<file path="src/rtl/img_sram_pkg.sv">
// Shared SRAM request bus used by the image-convolution SoC clients.
// Pixel and address widths are fixed here; the sequencer parameters must match them.
package img_sram_pkg;

    localparam int PIXEL_W = 8;
    localparam int ROW_W   = 8;
    localparam int COL_W   = 8;

    typedef struct packed {
        logic [PIXEL_W-1:0] din;
        logic [ROW_W-1:0]   row;
        logic [COL_W-1:0]   col;
        logic               write_en;
        logic               sense_en;
    } img_sram_ctrl_t;

endpackage

</file>
<file path="src/rtl/img_conv_seq.sv">
// Host command sequencer and image/buffer SRAM arbiter for the convolution SoC.
// Define IMG_CONV_SEQ_ITER_EN to add the programmable blur iteration count.
module img_conv_seq
    import img_sram_pkg::*;
#(
    parameter int DW      = 8,
    parameter int AW      = 8,
    parameter int SIGMA_W = 3,
    parameter int ITER_W  = 4
) (
    input  logic               clk,
    input  logic               rstn,
    input  logic               en,
    input  logic [3:0]         op,
    input  logic [DW-1:0]      din,
    output logic [DW-1:0]      dout,
    output logic               busy,
    output logic               err,
    output logic               rx_start,
    output logic               tx_start,
    output logic               conv_start,
    input  logic               rx_busy,
    input  logic               tx_busy,
    input  logic               conv_busy,
    input  img_sram_ctrl_t     rx_sram_ctrl,
    input  img_sram_ctrl_t     tx_sram_ctrl,
    input  img_sram_ctrl_t     conv_img_ctrl,
    input  img_sram_ctrl_t     conv_buf_ctrl,
    output logic               conv_swap,
    output logic [AW-1:0]      conv_nrows,
    output logic [AW-1:0]      conv_ncols,
    output logic [AW-1:0]      nrows,
    output logic [AW-1:0]      ncols,
    output logic [SIGMA_W-1:0] sigma,
    output img_sram_ctrl_t     sram_img_ctrl,
    output img_sram_ctrl_t     sram_buf_ctrl
);

    localparam logic [3:0] OP_NOP        = 4'd0;
    localparam logic [3:0] OP_GET_NROWS  = 4'd1;
    localparam logic [3:0] OP_GET_NCOLS  = 4'd2;
    localparam logic [3:0] OP_GET_SIGMA  = 4'd3;
    localparam logic [3:0] OP_SET_NROWS  = 4'd4;
    localparam logic [3:0] OP_SET_NCOLS  = 4'd5;
    localparam logic [3:0] OP_SET_SIGMA  = 4'd6;
    localparam logic [3:0] OP_IMG_RX     = 4'd7;
    localparam logic [3:0] OP_IMG_TX     = 4'd8;
    localparam logic [3:0] OP_CONV       = 4'd9;
`ifdef IMG_CONV_SEQ_ITER_EN
    localparam logic [3:0] OP_SET_ITER   = 4'd10;
    localparam logic [3:0] OP_GET_ITER   = 4'd11;
`endif
    localparam logic [3:0] OP_GET_STATUS = 4'd12;

    localparam int PW = ITER_W + 1;

    localparam img_sram_ctrl_t SRAM_HOLD = '{
        din: '0, row: '0, col: '0, write_en: 1'b0, sense_en: 1'b1
    };

    typedef enum logic [2:0] {
        IDLE, RX_ARM, RX_RUN, TX_ARM, TX_RUN, CV_ARM, CV_RUN, CV_NEXT
    } state_t;

    state_t             state_reg, state_next;
    logic [AW-1:0]      nrows_reg, nrows_next;
    logic [AW-1:0]      ncols_reg, ncols_next;
    logic [SIGMA_W-1:0] sigma_reg, sigma_next;
    logic [PW-1:0]      pass_reg, pass_next;
    logic [DW-1:0]      dout_reg, dout_next;
    logic               err_reg, err_next;
    logic               rx_start_reg, rx_start_next;
    logic               tx_start_reg, tx_start_next;
    logic               conv_start_reg, conv_start_next;
    logic [ITER_W-1:0]  iter_val;
    logic [PW-1:0]      last_pass;
    logic               launch;

`ifdef IMG_CONV_SEQ_ITER_EN
    logic [ITER_W-1:0]  iter_reg, iter_next;

    always_ff @(posedge clk) begin
        if (!rstn) begin
            iter_reg <= ITER_W'(1);
        end else begin
            iter_reg <= iter_next;
        end
    end

    assign iter_val = iter_reg;
`else
    assign iter_val = ITER_W'(1);
`endif

    // Two passes per iteration keep the final result in the image SRAM.
    assign last_pass = {iter_val, 1'b0} - PW'(1);

    // A start pulse marks the first of the two ARM cycles; busy is ignored in both.
    assign launch = rx_start_reg | tx_start_reg | conv_start_reg;

    always_ff @(posedge clk) begin
        if (!rstn) begin
            state_reg      <= IDLE;
            nrows_reg      <= AW'(8);
            ncols_reg      <= AW'(8);
            sigma_reg      <= '0;
            pass_reg       <= '0;
            dout_reg       <= '0;
            err_reg        <= 1'b0;
            rx_start_reg   <= 1'b0;
            tx_start_reg   <= 1'b0;
            conv_start_reg <= 1'b0;
        end else begin
            state_reg      <= state_next;
            nrows_reg      <= nrows_next;
            ncols_reg      <= ncols_next;
            sigma_reg      <= sigma_next;
            pass_reg       <= pass_next;
            dout_reg       <= dout_next;
            err_reg        <= err_next;
            rx_start_reg   <= rx_start_next;
            tx_start_reg   <= tx_start_next;
            conv_start_reg <= conv_start_next;
        end
    end

    always_comb begin
        state_next      = state_reg;
        nrows_next      = nrows_reg;
        ncols_next      = ncols_reg;
        sigma_next      = sigma_reg;
        pass_next       = pass_reg;
        dout_next       = dout_reg;
        err_next        = err_reg;
        rx_start_next   = 1'b0;
        tx_start_next   = 1'b0;
        conv_start_next = 1'b0;
`ifdef IMG_CONV_SEQ_ITER_EN
        iter_next       = iter_reg;
`endif
        case (state_reg)
            IDLE: begin
                if (en) begin
                    if (op != OP_NOP) begin
                        err_next = 1'b0;
                    end
                    case (op)
                        OP_NOP: begin
                        end
                        OP_GET_NROWS:  dout_next = DW'(nrows_reg);
                        OP_GET_NCOLS:  dout_next = DW'(ncols_reg);
                        OP_GET_SIGMA:  dout_next = DW'(sigma_reg);
                        // Status reports the error left by the previous command.
                        OP_GET_STATUS: dout_next = DW'({pass_reg[0], err_reg});
                        OP_SET_NROWS: begin
                            if (AW'(din) == '0) begin
                                err_next = 1'b1;
                            end else begin
                                nrows_next = AW'(din);
                            end
                        end
                        OP_SET_NCOLS: begin
                            if (AW'(din) == '0) begin
                                err_next = 1'b1;
                            end else begin
                                ncols_next = AW'(din);
                            end
                        end
                        OP_SET_SIGMA:  sigma_next = SIGMA_W'(din);
`ifdef IMG_CONV_SEQ_ITER_EN
                        OP_SET_ITER: begin
                            if (ITER_W'(din) == '0) begin
                                err_next = 1'b1;
                            end else begin
                                iter_next = ITER_W'(din);
                            end
                        end
                        OP_GET_ITER:   dout_next = DW'(iter_reg);
`endif
                        OP_IMG_RX: begin
                            state_next    = RX_ARM;
                            rx_start_next = 1'b1;
                        end
                        OP_IMG_TX: begin
                            state_next    = TX_ARM;
                            tx_start_next = 1'b1;
                        end
                        OP_CONV: begin
                            state_next      = CV_ARM;
                            pass_next       = '0;
                            conv_start_next = 1'b1;
                        end
                        default: err_next = 1'b1;
                    endcase
                end
            end
            RX_ARM: begin
                if (!launch) begin
                    state_next = RX_RUN;
                end
            end
            RX_RUN: begin
                if (!rx_busy) begin
                    state_next = IDLE;
                end
            end
            TX_ARM: begin
                if (!launch) begin
                    state_next = TX_RUN;
                end
            end
            TX_RUN: begin
                if (!tx_busy) begin
                    state_next = IDLE;
                end
            end
            CV_ARM: begin
                if (!launch) begin
                    state_next = CV_RUN;
                end
            end
            CV_RUN: begin
                if (!conv_busy) begin
                    state_next = CV_NEXT;
                end
            end
            CV_NEXT: begin
                if (pass_reg == last_pass) begin
                    state_next = IDLE;
                    pass_next  = '0;
                end else begin
                    state_next      = CV_ARM;
                    pass_next       = pass_reg + PW'(1);
                    conv_start_next = 1'b1;
                end
            end
            default: state_next = IDLE;
        endcase
    end

    // Odd passes read the buffer SRAM and write back into the image SRAM.
    always_comb begin
        sram_img_ctrl = SRAM_HOLD;
        sram_buf_ctrl = SRAM_HOLD;
        case (state_reg)
            RX_ARM, RX_RUN: sram_img_ctrl = rx_sram_ctrl;
            TX_ARM, TX_RUN: sram_img_ctrl = tx_sram_ctrl;
            CV_ARM, CV_RUN: begin
                if (pass_reg[0]) begin
                    sram_img_ctrl = conv_buf_ctrl;
                    sram_buf_ctrl = conv_img_ctrl;
                end else begin
                    sram_img_ctrl = conv_img_ctrl;
                    sram_buf_ctrl = conv_buf_ctrl;
                end
            end
            default: begin
            end
        endcase
    end

    assign dout       = dout_reg;
    assign busy       = (state_reg != IDLE);
    assign err        = err_reg;
    assign rx_start   = rx_start_reg;
    assign tx_start   = tx_start_reg;
    assign conv_start = conv_start_reg;
    assign conv_swap  = pass_reg[0];
    assign conv_nrows = pass_reg[0] ? ncols_reg : nrows_reg;
    assign conv_ncols = pass_reg[0] ? nrows_reg : ncols_reg;
    assign nrows      = nrows_reg;
    assign ncols      = ncols_reg;
    assign sigma      = sigma_reg;

endmodule

</file>
<file path="config.mk">
export PLATFORM = sky130hd
export DESIGN_NAME = img_conv_seq
export DESIGN_NICKNAME = d
export VERILOG_FILES = /design/src/rtl/img_sram_pkg.sv /design/src/rtl/img_conv_seq.sv
export SDC_FILE = /design/constraint.sdc
export NUM_CORES = 1
export LEC_CHECK = 0
export ABC_AREA = 1
export CAP_MARGIN = 10
export CORE_MARGIN = 2
export CORE_UTILIZATION = 34
export DETAILED_ROUTE_END_ITERATION = 6
export GPL_TIMING_DRIVEN = 0
export PLACE_DENSITY_LB_ADDON = 0.3
export SLEW_MARGIN = 20
export SYNTH_ARGS = -nofsm -noshare
export SYNTH_HDL_FRONTEND = slang
export SYNTH_SLANG_ARGS = --single-unit
</file>
<file path="constraint.sdc">
create_clock -name clk -period 1.35 [get_ports clk]
set_clock_uncertainty 0.05 [all_clocks]
set_input_delay 0.27 -clock clk [delete_from_list [all_inputs] [get_ports clk]]
set_output_delay 0.27 -clock clk [all_outputs]
set_load 0.02 [all_outputs]
</file>
Yosys cells after proc, flatten, opt, wreduce, memory -nomap -nowiden
Cells that the tools add are included.
W data, S select, Z words.
- register bits after elaboration: 39
- bits of input ports: 122
- output and inout bits: 101
- logic and storage cells: 91
- $add $sub $neg: 1
- equal/unequal tests: 27
- multiplexer cells: 30
- bitwise logic cells: 3
- reductions and logical operators: 20
- operators with widths (operator ; number):
    $mux W26 ; 3
    $pmux W26 S3 ; 1
    $pmux W8 S4 ; 1
    $mux W3 ; 8
    $pmux W3 S8 ; 1
    $eq A4 B3 Y1 const B ; 4
    $mux W8 ; 2
    $mux W5 ; 3
    $ne A2 B2 Y1 const B ; 7
    $eq A3 B3 Y1 const B ; 4
    $eq A4 B4 Y1 const B ; 3
    $reduce_and A3 Y1 ; 4
    $pmux W5 S2 ; 1
    $pmux W3 S3 ; 1
    $reduce_or A9 Y1 ; 1
    $eq A4 B2 Y1 const B ; 2
    $logic_not A8 Y1 ; 1
    $reduce_and A4 Y1 ; 2
    $reduce_and A8 Y1 ; 1
    $reduce_bool A4 Y1 ; 2
    $reduce_or A2 Y1 ; 4
    $mux W1 ; 7
    $eq A3 B2 Y1 const B ; 2
    $add A5 B1 Y5 const B ; 1
    13 further kinds ; 15

Logic depth before layout (Yosys ltp)
- depth after elaboration: 4
- mapped depth: 10
- gate-level depth less buffers: 9

Worst setup path before layout
No wires, ideal clock.
- path type: register to output
- from: register pass_reg[0]
- to: output port conv_ncols[2]
- data arrival time: 1.463 ns
- data required time: 1.030 ns
- path slack: -0.433 ns
- stages on the path, launching flop included: 4
- path buffers: 1
- path through: dfxtp_1 > buf_2 > clkinv_1 > o21ai_0
- longest elaborated chain between the ends: 1
- RTL lines (what ; line ; text):
    start, declared ; img_conv_seq.sv:69 ; logic [PW-1:0] pass_reg, pass_next;
    start signal, assigned ; img_conv_seq.sv:118 ; pass_reg <= pass_next;
    $mux W8 ; img_conv_seq.sv:270 ; assign conv_ncols = pass_reg[0] ? nrows_reg : ncols_reg;
    end, declared ; img_conv_seq.sv:31 ; output logic [AW-1:0] conv_ncols,
No other way between the ends.

==> flow_metrics.py <==
metrics = {
    "run_status": {
        "run_status": "complete, but fails checks",
        "violations": "setup timing",
    },
    "timing": {
        "setup_viol": 110,
        "slew_viol_final": 0,
        "timing.fmax_mhz": 501,
        "finalCriticalPeriod_ps": 2000,
        "rsz0062_at_grt": "true",
        "totalNegativeSetupSlack_ps": -43040,
        "relSlewSlack": 0.748,
        "worstMarginPinSlew_ps": 378,
        "fin_ws_ps": -647,
        "final.period_utilization": 1.48,
        "finalHoldViolations": 0,
    },
    "layout": {
        "diodes": 0,
        "stdcell_count": 1044,
        "postLayoutCellArea_sq_um": 7730,
        "drive_gt1_frac": 0.431,
        "nets": 1031,
        "syn2layout_area_growth_pct": 118,
    },
    "global_route": {
        "antenna_found_initial": 0,
        "grt_max_degree": 13,
        "grt-ovfl-total": 0,
        "grtUsageTotal": 0.285,
        "grt_pass1_vias": 5174,
        "grt_pass1_wl_microns": 25900,
    },
    "yosys": {
        "yosysWarnings": 0,
        "async_reset_ff_frac": 0,
        "synth.distinct_cells": 40,
        "synth_top_area_cell": "dfxtp_1",
        "netlist.area_leader.share": 0.220,
        "synth_fp_nets": 749,
        "synth_edf_count": 0,
        "avgSynthCellArea_sq_um": 5.68,
        "ys_ff_latch": 39,
        "synthTopCellsByArea": "dfxtp_1 (22%), nand2_1 (18%), inv_1 (9.9%)",
        "ys.flop_type": "dfxtp_1",
        "syn_area_sq_um": 3550,
        "yosysSeqAreaShare": 0.220,
        "syn_inst": 625,
    },
    "worst_setup_path": {
        "critical-path-slowest-cell": "dfxtp_4",
        "crit_required_ps": 1030,
        "end_kind": "output port",
        "path_delay_family": "buffers and inverters",
        "start_kind": "flip-flop",
        "arrival_ps": 1680,
        "cpPeakStageDelay_ps": 410,
        "rrSetupSlack_ps": -400,
        "crit_buf_inv": 4,
        "path_max_fanout": 7,
        "path_class": "reg -> out",
        "worstPathCellList": "inv_6 -> nand3_4 -> nand2_8 -> clkinv_8 -> clkbuf_16 -> a21oi_4 -> o21ai_2 -> nand3_2 -> buf_6",
    },
    "place": {
        "place_area_sq_um": 6340,
        "portBuffers": 221,
        "dp_hpwl_microns": 12400,
        "place_congestion": 0.971,
        "dp_cells": 982,
    },
    "drt": {
        "vias": 5495,
        "ant_nets": 0,
        "via_per_inst": 5.26,
        "dr.pass1.iters": 6,
        "drt_iter0_drc": 300,
        "avgRoutedWirePerCell_microns": 18.1,
        "routed_wl_microns": 18900,
        "drc": 0,
    },
    "clocking": {
        "path_clk_slew_ps": 80,
        "h-tree-depth": 2,
        "hold_buffers": 0,
        "cts_sinks": 39,
        "clk_path_buf_depth": 2,
        "ctsRootBufferMaster": "clkbuf_8",
        "cts_buffers": 5,
        "clk_latency_ps": 300,
        "cts_tree": "yes",
    },
    "power_and_ir_drop": {
        "power_mw": 9.33,
        "power.leakage_nw": 3.58,
        "power_density_nw_per_um2": 1210,
        "ir_worst_vdd_mv": 0.658,
    },
    "floorplan": {
        "ioPinCount": 223,
        "core_sq_um": 10200,
        "fp.dieW_microns": 106,
        "dieArea_sq_um": 11300,
        "rows": 37,
        "die_y_microns": 106,
        "initial_core_util": 0.347,
    },
    "run": {
        "drv_cap": 0,
    },
    "min_path": {
        "hold_path.class": "in -> reg",
    },
}
[logic make-up after synthesis]
family / count (synthesis) / share of synthesized area
fa+ha+maj: 2 / 0.00704
simple gates: 312 / 0.400
buf+inv: 132 / 0.161
flops: 39 / 0.220
xor+xnor: 1 / 0.00247
compound gates: 139 / 0.209
[where the power goes]
group          leakage, nW  internal (mW)  switching (mW)
combinational         3.20           3.29            3.62
clock               0.0594          0.524           0.446
sequential           0.321           1.27           0.182
total                 3.58           5.08            4.25
[cell usage in the layout (no fill, tap or decap), drive strengths merged, types with 7 or more instances in the layout]
| cell type | count |
|---|---|
| dlygate4sd2 | 16 |
| nand2 | 177 |
| buf | 135 |
| o21ai | 88 |
| clkdlybuf4s50 | 115 |
| dfxtp | 39 |
| a21oi | 37 |
| nor2 | 71 |
| inv | 102 |
| o22ai | 7 |
| nand3 | 52 |
| clkbuf | 36 |
| nand4 | 7 |
| clkdlybuf4s15 | 7 |
[cells in the mapped netlist, types with 4 or more instances]
cell type and n:
a21oi_1 35, buf_2 8, buf_6 5, clkbuf_1 11, dfxtp_1 39, inv_1 94
inv_2 4, nand2_1 169, nand3_1 47, nand3_2 4, nand4_1 7, nor2_1 61
nor2_4 6, o21ai_0 68, o21ai_1 19, o22ai_1 7
[routing by layer]
metal / global-route usage / share of wire / vias up
li1: - / - / 2566
met1: 0.319 / 0.36 / 2583
met2: 0.522 / 0.51 / 289
met3: 0.0662 / 0.083 / 57
met4: 0.109 / 0.046 / 0
met5: 0 / 0 / -
[metrics by stage]
stage                     worst slack (ps)  hold slack, ps  utilization
after floorplan                       -112             333            -
after global placement                -863             417        0.619
after detailed placement              -868             434        0.619
after CTS                             -605             190        0.677
after global routing                  -695             186        0.755
final                                 -647             179        0.755
[final cells by class]
type | instances | area, sq um
Clock buffer | 7 | 108
Sequential cell | 39 | 805
Buffer | 27 | 335
Clock inverter | 1 | 5.00
Fill cell | 730 | 2500
Timing Repair Buffer | 275 | 2870
Inverter | 103 | 452
Timing Repair inverter | 1 | 8.76
Multi-Input combinational cell | 455 | 2970
Tap cell | 136 | 170
[path summary, 6_finish.rpt]
path / startpoint / end / depth (start not counted)
setup / recovery: state_reg[1] / sram_img_ctrl[20] / 9
hold / removal: op[0] / tx_start / 2
setup reg to reg: state_reg[2] / pass_reg[1] / 11
hold reg to reg: err / err / 2
[timing repair]
item / in CTS / in global routing
endpoints found under the setup margin: 139 / 127
pin swaps: 16 / 29
cloned: 4 / 9
resized for setup: 535 / 159
buffers inserted: 21 / 23
[worst reg2reg max path: cells and delay by family (launching register included)]
family / cells / cell delay, ps
buffers and inverters: 7 / 650
flip-flops: 1 / 440
AND/OR/NAND/NOR: 3 / 410
AO/OA/AOI/OAI: 1 / 130
No activity file was read; power rests on OpenSTA's default activity.
